[src/rtl/aibcr3aux_osc_pkg.sv]
// Shared types and constants for the aux oscillator enable sequencer.
package aibcr3aux_osc_pkg;

    // Sequencer states; the encoding is visible on the debug state port.
    typedef enum logic [1:0] {
        IDLE   = 2'd0,
        SETTLE = 2'd1,
        ON     = 2'd2,
        DRAIN  = 2'd3
    } osc_state_e;

    // Default settle-counter width and post-gate power hold time.
    localparam int SETTLE_W_DEF  = 10;
    localparam int DRAIN_CYC_DEF = 8;

    // The gate's 2-FF synchronizer needs a few live clock edges to close,
    // so power must be held at least this long after en falls.
    localparam int MIN_DRAIN_CYC = 4;

    // busy marks the two transitional states.
    function automatic logic busy_of(input osc_state_e s);
        return (s == SETTLE) || (s == DRAIN);
    endfunction

endpackage

[src/rtl/aibcr3aux_osc_en_seq.sv]
// Power-up/power-down sequencer feeding the aux oscillator clock-gate sync.
// Power comes up first and the gate opens after a settle interval; on release
// the gate closes first and power is held for a drain interval.
module aibcr3aux_osc_en_seq
    import aibcr3aux_osc_pkg::*;
#(
    parameter int SETTLE_W  = SETTLE_W_DEF,
    parameter int DRAIN_CYC = DRAIN_CYC_DEF
) (
    input  logic                ckin,
    input  logic                rst,
    input  logic                osc_req,
    input  logic [SETTLE_W-1:0] settle_cnt,
    output logic                osc_pwr_en,
    output logic                en,
    output logic                osc_ack,
    output logic                busy,
    output logic [1:0]          state
);

    localparam logic [SETTLE_W-1:0] CNT_ONE    = SETTLE_W'(1);
    localparam logic [SETTLE_W-1:0] DRAIN_LOAD = SETTLE_W'(DRAIN_CYC);

    // Reject drain lengths the gate synchronizer cannot tolerate or the
    // counter cannot hold.
    generate
        if (DRAIN_CYC < MIN_DRAIN_CYC) begin : g_drain_too_short
            $error("DRAIN_CYC must be at least MIN_DRAIN_CYC");
        end
        if (DRAIN_CYC >= (2 ** SETTLE_W)) begin : g_drain_too_long
            $error("DRAIN_CYC must fit in the SETTLE_W-bit counter");
        end
    endgenerate

    osc_state_e          state_q, state_d;
    logic [SETTLE_W-1:0] cnt_q,   cnt_d;
    logic                pwr_q, en_q, busy_q;

    // Next-state and counter update.
    always_comb begin
        // NOTE: every variable gets a default first so no path infers a latch.
        state_d = state_q;
        cnt_d   = cnt_q;
        unique case (state_q)
            IDLE: begin
                if (osc_req) begin
                    state_d = SETTLE;
                    // A zero settle request still spends one cycle in SETTLE.
                    cnt_d   = (settle_cnt == '0) ? CNT_ONE : settle_cnt;
                end
            end
            SETTLE: begin
                if (!osc_req) begin
                    // Abort before the gate opened: no drain needed.
                    state_d = IDLE;
                    cnt_d   = '0;
                end else if (cnt_q == CNT_ONE) begin
                    state_d = ON;
                end else begin
                    cnt_d   = cnt_q - CNT_ONE;
                end
            end
            ON: begin
                if (!osc_req) begin
                    state_d = DRAIN;
                    cnt_d   = DRAIN_LOAD;
                end
            end
            DRAIN: begin
                if (osc_req) begin
                    // Oscillator is still powered, so reopen without settling.
                    state_d = ON;
                end else if (cnt_q == CNT_ONE) begin
                    state_d = IDLE;
                    cnt_d   = '0;
                end else begin
                    cnt_d   = cnt_q - CNT_ONE;
                end
            end
            default: begin
                state_d = IDLE;
                cnt_d   = '0;
            end
        endcase
    end

    // State, counter and outputs; outputs decode next state so they move with it.
    always_ff @(posedge ckin) begin
        // NOTE: non-blocking assignments keep every register sampling pre-edge values.
        if (rst) begin
            state_q <= IDLE;
            cnt_q   <= '0;
            pwr_q   <= 1'b0;
            en_q    <= 1'b0;
            busy_q  <= 1'b0;
        end else begin
            state_q <= state_d;
            cnt_q   <= cnt_d;
            pwr_q   <= (state_d != IDLE);
            en_q    <= (state_d == ON);
            busy_q  <= busy_of(state_d);
        end
    end

    assign osc_pwr_en = pwr_q;
    assign en         = en_q;
    assign osc_ack    = en_q;
    assign busy       = busy_q;
    assign state      = state_q;

endmodule

[config.mk]
export PLATFORM = sky130hd
export DESIGN_NAME = aibcr3aux_osc_en_seq
export DESIGN_NICKNAME = d
export VERILOG_FILES = /design/src/rtl/aibcr3aux_osc_pkg.sv /design/src/rtl/aibcr3aux_osc_en_seq.sv
export SDC_FILE = /design/constraint.sdc
export NUM_CORES = 1
export LEC_CHECK = 0
export CORE_MARGIN = 2
export CORE_UTILIZATION = 40
export CTS_CLUSTER_DIAMETER = 120
export CTS_CLUSTER_SIZE = 10
export DETAILED_ROUTE_END_ITERATION = 7
export GPL_ROUTABILITY_DRIVEN = 1
export PLACE_DENSITY = 0.77
export SLEW_MARGIN = 15
export SYNTH_ARGS = -nofsm -noshare
export SYNTH_HDL_FRONTEND = slang
export SYNTH_SLANG_ARGS = --single-unit
export TNS_END_PERCENT = 50
[constraint.sdc]
create_clock -name ckin -period 1.69 [get_ports ckin]
set_input_delay 0.338 -clock ckin [delete_from_list [all_inputs] [get_ports ckin]]
set_output_delay 0.338 -clock ckin [all_outputs]
set_load 0.05 [all_outputs]
Word-level counts from Yosys, hierarchy flattened
Index checks and enable logic that the tools add are counted.
{ "op_classes": {"add_sub_neg": 1, "eq_ne": 11, "n_mux": 15, "n_reduce_logical": 5} }
{ "op_table": {"columns": ["op", "n"], "rows": [
  ["$mux 10", 7],
  ["$pmux 10 s4", 1],
  ["$mux 2", 6],
  ["$eq 10x1->1 const B", 1],
  ["$logic_not 10->1", 1],
  ["$sub 10x1->10 const B", 1],
  ["$eq 2x2->1 const B", 4],
  ["$pmux 2 s4", 1],
  ["$ne 2x2->1 const B", 3],
  ["$eq 2x1->1 const B", 2],
  ["$reduce_and 4->1", 1],
  ["$ne 3x3->1 const B", 1],
  ["$logic_not 2->1", 1],
  ["$reduce_bool 2->1", 1],
  ["$logic_or 1x1->1", 1]
]} }
{ "totals": {"reg_bits": 15, "in_bits": 13, "output_inout_bits": 6} }

Logic depth before layout (Yosys ltp)
Gate-level depths: netlist of run 1.
{ "logic_depth": {"ltp_word": 6, "depth_mapped": 7} }

Least setup slack after synthesis of run 1
No wires, ideal clock.
{ "synth_timing": {"path_type": "reg2reg", "from": "register state_q[0] (netlist: state[0])", "to": "register cnt_q[2]", "t_arrival_ns": 1.603, "required_ns": 1.607, "setup_slack_ns": 0.004, "path_stages_with_launch": 6, "synth_period_minus_slack_ns": 1.686, "cell_sequence": "dfxtp_1 o21ai_1 a41oi_2 buf_6 a32oi_1 o221ai_1"} }
{ "synth_via": {"elab_chain_len": 3, "word_cells_on_any_way": 10, "cone_classes": "eq/ne (7); mux (1); reduce/logical (2)"} }
{ "synth_lines": {"columns": ["item", "line_no", "text"], "rows": [
  ["from (decl)", "aibcr3aux_osc_en_seq.sv:35", "osc_state_e state_q, state_d;"],
  ["from (signal assigned)", "aibcr3aux_osc_en_seq.sv:97", "state_q <= state_d;"],
  ["$eq 2x1->1 (tied with other cells)", "aibcr3aux_osc_en_seq.sv:44", "unique case (state_q)"],
  ["$ne 3x3->1 (no source line) / $ne 2x2->1 (equally long branches)", null, null],
  ["$reduce_and 4->1 (no source line)", null, null],
  ["to (signal assigned)", "aibcr3aux_osc_en_seq.sv:98", "cnt_q <= cnt_d;"],
  ["to (decl)", "aibcr3aux_osc_en_seq.sv:36", "logic [SETTLE_W-1:0] cnt_q, cnt_d;"]
]} }
Parallel ways exist; a longest one is shown, timed or not.
A chain may end at the register's enable or synchronous reset.

Worst setup path in the final report of run 1
{ "layout_timing": {"from": "register cnt_q[1]", "to": "register cnt_q[5]"} }
{ "layout_via": {"elab_chain_len": 4, "word_cells_on_any_way": 9, "cone_classes": "add/sub (1); eq/ne (2); mux (5); reduce/logical (1)"} }
{ "layout_lines": {"columns": ["item", "line_no"], "rows": [
  ["$sub 10x1->10 / $eq 10x1->1 (equally long branches)", null],
  ["$mux 10 (on tied branches)", "aibcr3aux_osc_en_seq.sv:73, aibcr3aux_osc_en_seq.sv:57"],
  ["$mux 10 (on tied branches)", "aibcr3aux_osc_en_seq.sv:70, aibcr3aux_osc_en_seq.sv:53"],
  ["$pmux 10 s4", "aibcr3aux_osc_en_seq.sv:44"]
]} }
Parallel ways exist; a longest one is shown, timed or not. The select of a mux whose other input is x is not followed.

==> summary.md, run 1 <==
| Metric | Value |
|---|---|
| Worst vdd ir | 0.560 mV |
| Leading register cell type out of synthesis | dfxtp_1 |
| Worst reg2reg startpoint | cnt_q[1] |
| WP buf/inv | 1 |
| Clock-pin slew on the worst setup and hold paths | 90 ps |
| Die area | 0.00281 mm² |
| Slew Limit Fails | 0 |
| Reg area | 284 µm² |
| Worst-case clock buffer depth | 2 |
| Final Util | 66.7% |
| Most frequent cells after synthesis | 14 x dfxtp_1, 9 x inv_1, 8 x nor2_1, 6 x a21oi_1, 6 x nand2_1 |
| CP arrival | 1870 ps |
| Clock share of power | 23.6% |
| Via count | 1,198 |
| Multi-input logic area | 678 µm² |
| Yosys Warn Count | 0 |
| CP peak stage delay | 400 ps |
| GR Util All Layers | 25.5% |
| Sw frac | 34.7% |
| Final hold violations | 0 |
| Fill cells | 171 |
| Leading area contributor after synthesis | dfxtp_1 |
| Port Buffers | 18 |
| Reg2reg path depth | 5 |
| Post-Layout Inst Area | 0.00149 mm² |
| Crit-path max FO | 3 |
| Vias per inst | 6.37 |
| Pre-CTS setup slack | -246 ps |
| Placed insts | 181 |
| DR pass1 iterations | 5 |
| Final period util | 98.8% |
| Final Skew | 2.20 ps |
| Synth async-reset ratio | 0% |
| WHS | 584 ps |
| GP Congestion | 0.906 |
| Net Switching | 365 µW |
| Area contributors post-synth | dfxtp_1 29%, a32oi_1 4.6%, o221ai_1 3.7% |
| Antenna diode count | 0 |
| CTS tree | yes |
| Starting Density | 43.0% |
| # IOs | 19 |
| Antenna viol nets, final | 0 |
| Class of the most critical setup path | reg -> reg |
| Final #Nets | 176 |
| Syn-to-layout area delta | 55.2% |
| CP delay by family, top | simple AND/OR/NAND/NOR gates |
| Die span in y | 53.0 µm |
| CP max-delay cell | or3_1 |
| Min-delay src | cnt_q[7] |
| Worst Setup End Kind | register |
| Netlist cell types | 40 |
| Outcome | completed |
| Comb power frac | 38.8% |
| Gr ovfl total | 0 |
| Net Count, Synth | 129 |
| Hold EP | cnt_q[7] |
| Worst setup SP type | register |
| Dpl hpwl | 2320 µm |
| Worst EP required | 1890 ps |
| WL final | 3450 µm |
| Final setup fails | 0 |
| Clk_lat worst skew | 290 ps |
| DRC | 0 |
| Wire per inst | 18.4 µm |
| Fraction of layout cells with a size suffix above 1 | 37.5% |
| Largest net degree at the start of global routing | 11 |
| Worst reg2reg setup slack | 20 ps |
| First-pass GRT wire length | 4980 µm |
| Max Clock Freq | 599 MHz |
| Num rows | 17 |
| Number of synthesized flops with an enable pin | 0 |
| Register area share after synthesis | 29.2% |
| Reg2reg end | cnt_q[5] |
| Post-route insts no fill | 188 |
| Worst rel slew slack | 72.7% |
| Internal power | 686 µW |
| Post-Place Cell Area | 0.00136 mm² |
| Worst hold path depth | 2 |
| Post-route setup slack | 20.4 ps |
| Tmin final | 1670 ps |
| P per Cell Area | 706 mW/mm² |
| Most numerous cell in the Yosys netlist | dfxtp_1 |
| Number of global-route vias before repair | 1,088 |
| Top-area cell type share of the netlist area | 29.2% |
| Tot Pwr | 1.05 mW |
| CTS H-tree depth | 1 |
| Critical path cell sequence | buf_4 > or3_1 > nor3_1 > a32oi_2 > o221ai_1 |
| Clk Tree Root Cell | clkbuf_4 |
| Least-Margin Pin Slew | 407 ps |
| Sequential power share | 37.5% |
| Setup TNS | 0 ps |
| HP Class | reg -> reg |
| Die width | 53.0 µm |
| Cts bufs inserted | 3 |
| Clock sinks | 14 |
| Cells after synthesis | 114 |
| Number of max-cap violations | 0 |
| Core area | 0.00223 mm² |
| Stages on worst setup path | 5 |
| Static leakage | 0.567 nW |
| Initial antenna violation count | 0 |
| Syn Area/Cell | 8.42 µm² |
| FF+latch count, synth | 14 |
| Synthesized area | 960 µm² |
| Drt initial violations | 87 |
tightest hold or removal path, delay by kind of cell (launching register included):
kind            cells  cell delay [ps]
compound gates      2              170
flops               1              370
cell type report:
cell class,count,share of cell area (%)
clock buffer,4,2.44
inverter,9,2.27
multi-input combinational,86,45.5
sequential,14,19.1
tap,28,2.35
timing repair buffer,47,28.3
timing repair:
action	CTS	global route
resized for setup	2	16
endpoints found under the hold margin	0	0
hold buffers	0	0
setup buffers	1	1
gates cloned	0	1
setup endpoints to repair	6	9
pin swaps	1	3
cell usage in the layout, fill, tap and decap left out, types with 3 or more instances in the layout:
cell	instances
a31oi_1	4
nand2b_1	5
o21ai_1	3
inv_1	8
buf_12	3
buf_4	30
dfxtp_2	3
dfxtp_1	11
nand2_1	6
a32oi_1	4
a211oi_2	3
nor3_1	5
clkbuf_4	3
nor2_1	7
o221ai_1	4
a21oi_1	5
clkdlybuf4s50_1	12
per-layer routing:
metal / track usage [%] / wire (µm)
met5: 0 / 0
met4: 15.0 / 163
met3: 5.93 / 293
met2: 39.8 / 1600
met1: 31.9 / 1390
worst max path at each step:
stage / from / endpoint / slack, ps
2_1_floorplan: state[0] / cnt_q[2] / 4
3_5_place_dp: osc_req / cnt_q[5] / -250
4_1_cts: cnt_q[1] / cnt_q[4] / 20
5_1_grt: osc_req / cnt_q[8] / -6
3_3_place_gp: osc_req / cnt_q[9] / -210
6_report: cnt_q[1] / cnt_q[5] / 20
flip-flops by register name, indices dropped and copies added, names as in the netlist:
signal      count
cnt_q          10
en              1
osc_pwr_en      1
state           2
power groups by stage:
stage | logic (mW) | clock network (mW) | registers (mW)
detailed placement | 0.361 | 0 | 0.396
floorplan | 0.177 | 0 | 0.404
finish | 0.408 | 0.248 | 0.395
CTS | 0.367 | 0.250 | 0.389
global route | 0.434 | 0.265 | 0.398
global placement | 0.355 | 0 | 0.394
cells by family (layout without fill, tap and decap cells):
family                     count (synthesis)  after routing  synth area share, %
buffers and inverters                     14             60                 7.17
adders and majority gates                  2              2                 2.61
and+or+nand+nor                           44             44                 29.6
AOI/OAI and AO/OA                         39             39                 30.5
xor gates and xnor gates                   1              1                0.913
DFF                                       14             14                 29.2
Note: power is estimated with default switching activity, not from simulation.
==> run 2: changes to the inputs <==
CORE_UTILIZATION = 45   (was 40)
PLACE_DENSITY = 0.84   (was 0.77)
==> summary.md, run 2 (synthesis results as in run 1) <==
| Metric | Value |
|---|---|
| Static leakage | 0.577 nW (was 0.567 nW) |
| DRC | 0 (unchanged) |
| Largest net degree at the start of global routing | 11 (unchanged) |
| P per Cell Area | 729 mW/mm² (was 706 mW/mm²) |
| Starting Density | 48.4% (was 43.0%) |
| HP Class | reg -> reg (unchanged) |
| Syn-to-layout area delta | 57.1% (was 55.2%) |
| GR Util All Layers | 27.7% (was 25.5%) |
| Initial antenna violation count | 0 (unchanged) |
| CP arrival | 1890 ps (was 1870 ps) |
| Drt initial violations | 87 (unchanged) |
| WL final | 3560 µm (was 3450 µm) |
| DR pass1 iterations | 4 (was 5) |
| CTS tree | yes (unchanged) |
| Die area | 0.00252 mm² (was 0.00281 mm²) |
| Final Skew | 0.941 ps (was 2.20 ps) |
| Crit-path max FO | 4 (was 3) |
| Critical path cell sequence | inv_2 > ha_4 > nor3b_4 > buf_4 > and4_4 > a211oi_4 > o32ai_2 (was buf_4 > or3_1 > nor3_1 > a32oi_2 > o221ai_1) |
| Clk_lat worst skew | 300 ps (was 290 ps) |
| Pre-CTS setup slack | -301 ps (was -246 ps) |
| Die width | 50.2 µm (was 53.0 µm) |
| Antenna diode count | 0 (unchanged) |
| GP Congestion | 1.02 (was 0.906) |
| Met1 Usage GRT | 34.6% (was 31.9%) |
| Clk Tree Root Cell | clkbuf_4 (unchanged) |
| Final period util | 99.4% (was 98.8%) |
| Vias per inst | 6.53 (was 6.37) |
| CP peak stage delay | 340 ps (was 400 ps) |
| First-pass GRT wire length | 5290 µm (was 4980 µm) |
| Worst rel slew slack | 74.3% (was 72.7%) |
| WHS | 572 ps (was 584 ps) |
| Core area | 0.00198 mm² (was 0.00223 mm²) |
| Number of global-route vias before repair | 1,142 (was 1,088) |
| Leading cell types in the layout, fill and taps excluded | 32 x buf_4, 12 x dfxtp_1, 12 x clkdlybuf4s50_1, 8 x inv_1, 7 x nor2_1 (was 30 x buf_4, 12 x clkdlybuf4s50_1, 11 x dfxtp_1, 8 x inv_1, 7 x nor2_1) |
| Routing usage on met2 | 46.5% (was 39.8%) |
| Via count | 1,227 (was 1,198) |
| Max reg flops | 10 (unchanged) |
| Setup TNS | 0 ps (unchanged) |
| Register bank with the most flops | cnt_q (unchanged) |
| Fraction of layout cells with a size suffix above 1 | 37.9% (was 37.5%) |
| CTS H-tree depth | 1 (unchanged) |
| Met3 Track Usage GR | 4.17% (was 5.93%) |
| Tmin final | 1680 ps (was 1670 ps) |
| # IOs | 19 (unchanged) |
| Dpl hpwl | 2560 µm (was 2320 µm) |
| RSZ-0062 raised after global routing | true |
| Antenna viol nets, final | 0 (unchanged) |
| Worst setup SP type | register (unchanged) |
| Most common cell after layout, fill and taps aside | buf_4 (unchanged) |
| Most used routing layer | met2 (unchanged) |
| Final #Nets | 177 (was 176) |
| CP max-delay cell | dfxtp_2 (was or3_1) |
| Max Clock Freq | 595 MHz (was 599 MHz) |
| Class of the most critical setup path | reg -> reg (unchanged) |
| Worst EP required | 1900 ps (was 1890 ps) |
| Port Buffers | 18 (unchanged) |
| Cts bufs inserted | 3 (unchanged) |
| Worst Setup End Kind | register (unchanged) |
| Worst-case clock buffer depth | 2 (unchanged) |
| Final setup fails | 0 (unchanged) |
| CTS Hold Bufs | 0 (unchanged) |
| Tot Pwr | 1.10 mW (was 1.05 mW) |
| CP delay by family, top | simple AND/OR/NAND/NOR gates (unchanged) |
| Slew Limit Fails | 0 (unchanged) |
| WP buf/inv | 2 (was 1) |
| Number of max-cap violations | 0 (unchanged) |
| Clock-pin slew on the worst setup and hold paths | 100 ps (was 90 ps) |
| Wire per inst | 18.9 µm (was 18.4 µm) |
| Gr ovfl total | 0 (unchanged) |
| Die span in y | 50.2 µm (was 53.0 µm) |
| Clock sinks | 14 (unchanged) |
| Post-route setup slack | 9.60 ps (was 20.4 ps) |
| Post-Layout Inst Area | 0.00151 mm² (was 0.00149 mm²) |
| Least-Margin Pin Slew | 382 ps (was 407 ps) |
| Outcome | completed (unchanged) |
| Final hold violations | 0 (unchanged) |
| Num rows | 16 (was 17) |
| Post-Place Cell Area | 0.00135 mm² (was 0.00136 mm²) |
| Worst vdd ir | 0.606 mV (was 0.560 mV) |
[run 2: power by group]
group,switching (mW),internal [mW],leakage (nW)
sequential,0.0402,0.356,0.116
combinational,0.222,0.215,0.440
clock,0.133,0.132,0.0210
[run 2: final timing paths]
path | startpoint | endpoint | slack, ps | depth (start not counted)
worst max-delay path | cnt_q[1] | cnt_q[3] | 10 | 7
worst min-delay path | cnt_q[8] | cnt_q[8] | 570 | 2
worst max register to register | cnt_q[1] | cnt_q[3] | 10 | 7
worst min register to register | cnt_q[8] | cnt_q[8] | 570 | 2
[run 2: layer usage]
metal / share of wire [%] / wire length, µm
met5: 0 / 0
met4: 5.5 / 197
met3: 8.7 / 309
met2: 48 / 1700
met1: 38 / 1360
[run 2: repair_timing]
| item | CTS | global route |
|---|---|---|
| resized for setup | 3 | 16 |
| pin swaps | 0 | 5 |
| setup endpoints to repair | 8 | 12 |
| buffers inserted | 0 | 5 |
[run 2: final cells by class]
type / count / area (µm²)
Tap cell: 27 / 33.8
Timing Repair Buffer: 48 / 432
Inverter: 9 / 33.8
Clock buffer: 4 / 36.3
Fill cell: 121 / 474
Multi-Input combinational cell: 86 / 689
Sequential cell: 14 / 283
[run 2: stage by stage]
step           cells  util (%)
3_3_place_gp     179      68.1
5_1_grt          188      76.1
3_5_place_dp     179      68.1
2_1_floorplan    114         -
6_report         188      76.1
4_1_cts          183      70.6
[run 2: worst reg2reg max path, delay by kind of cell, from the launching register on]
kind / cells / cell delay [ps]
simple gates: 2 / 540
fa+ha+maj: 1 / 130
compound gates: 2 / 360
buf+inv: 2 / 240
flops: 1 / 340
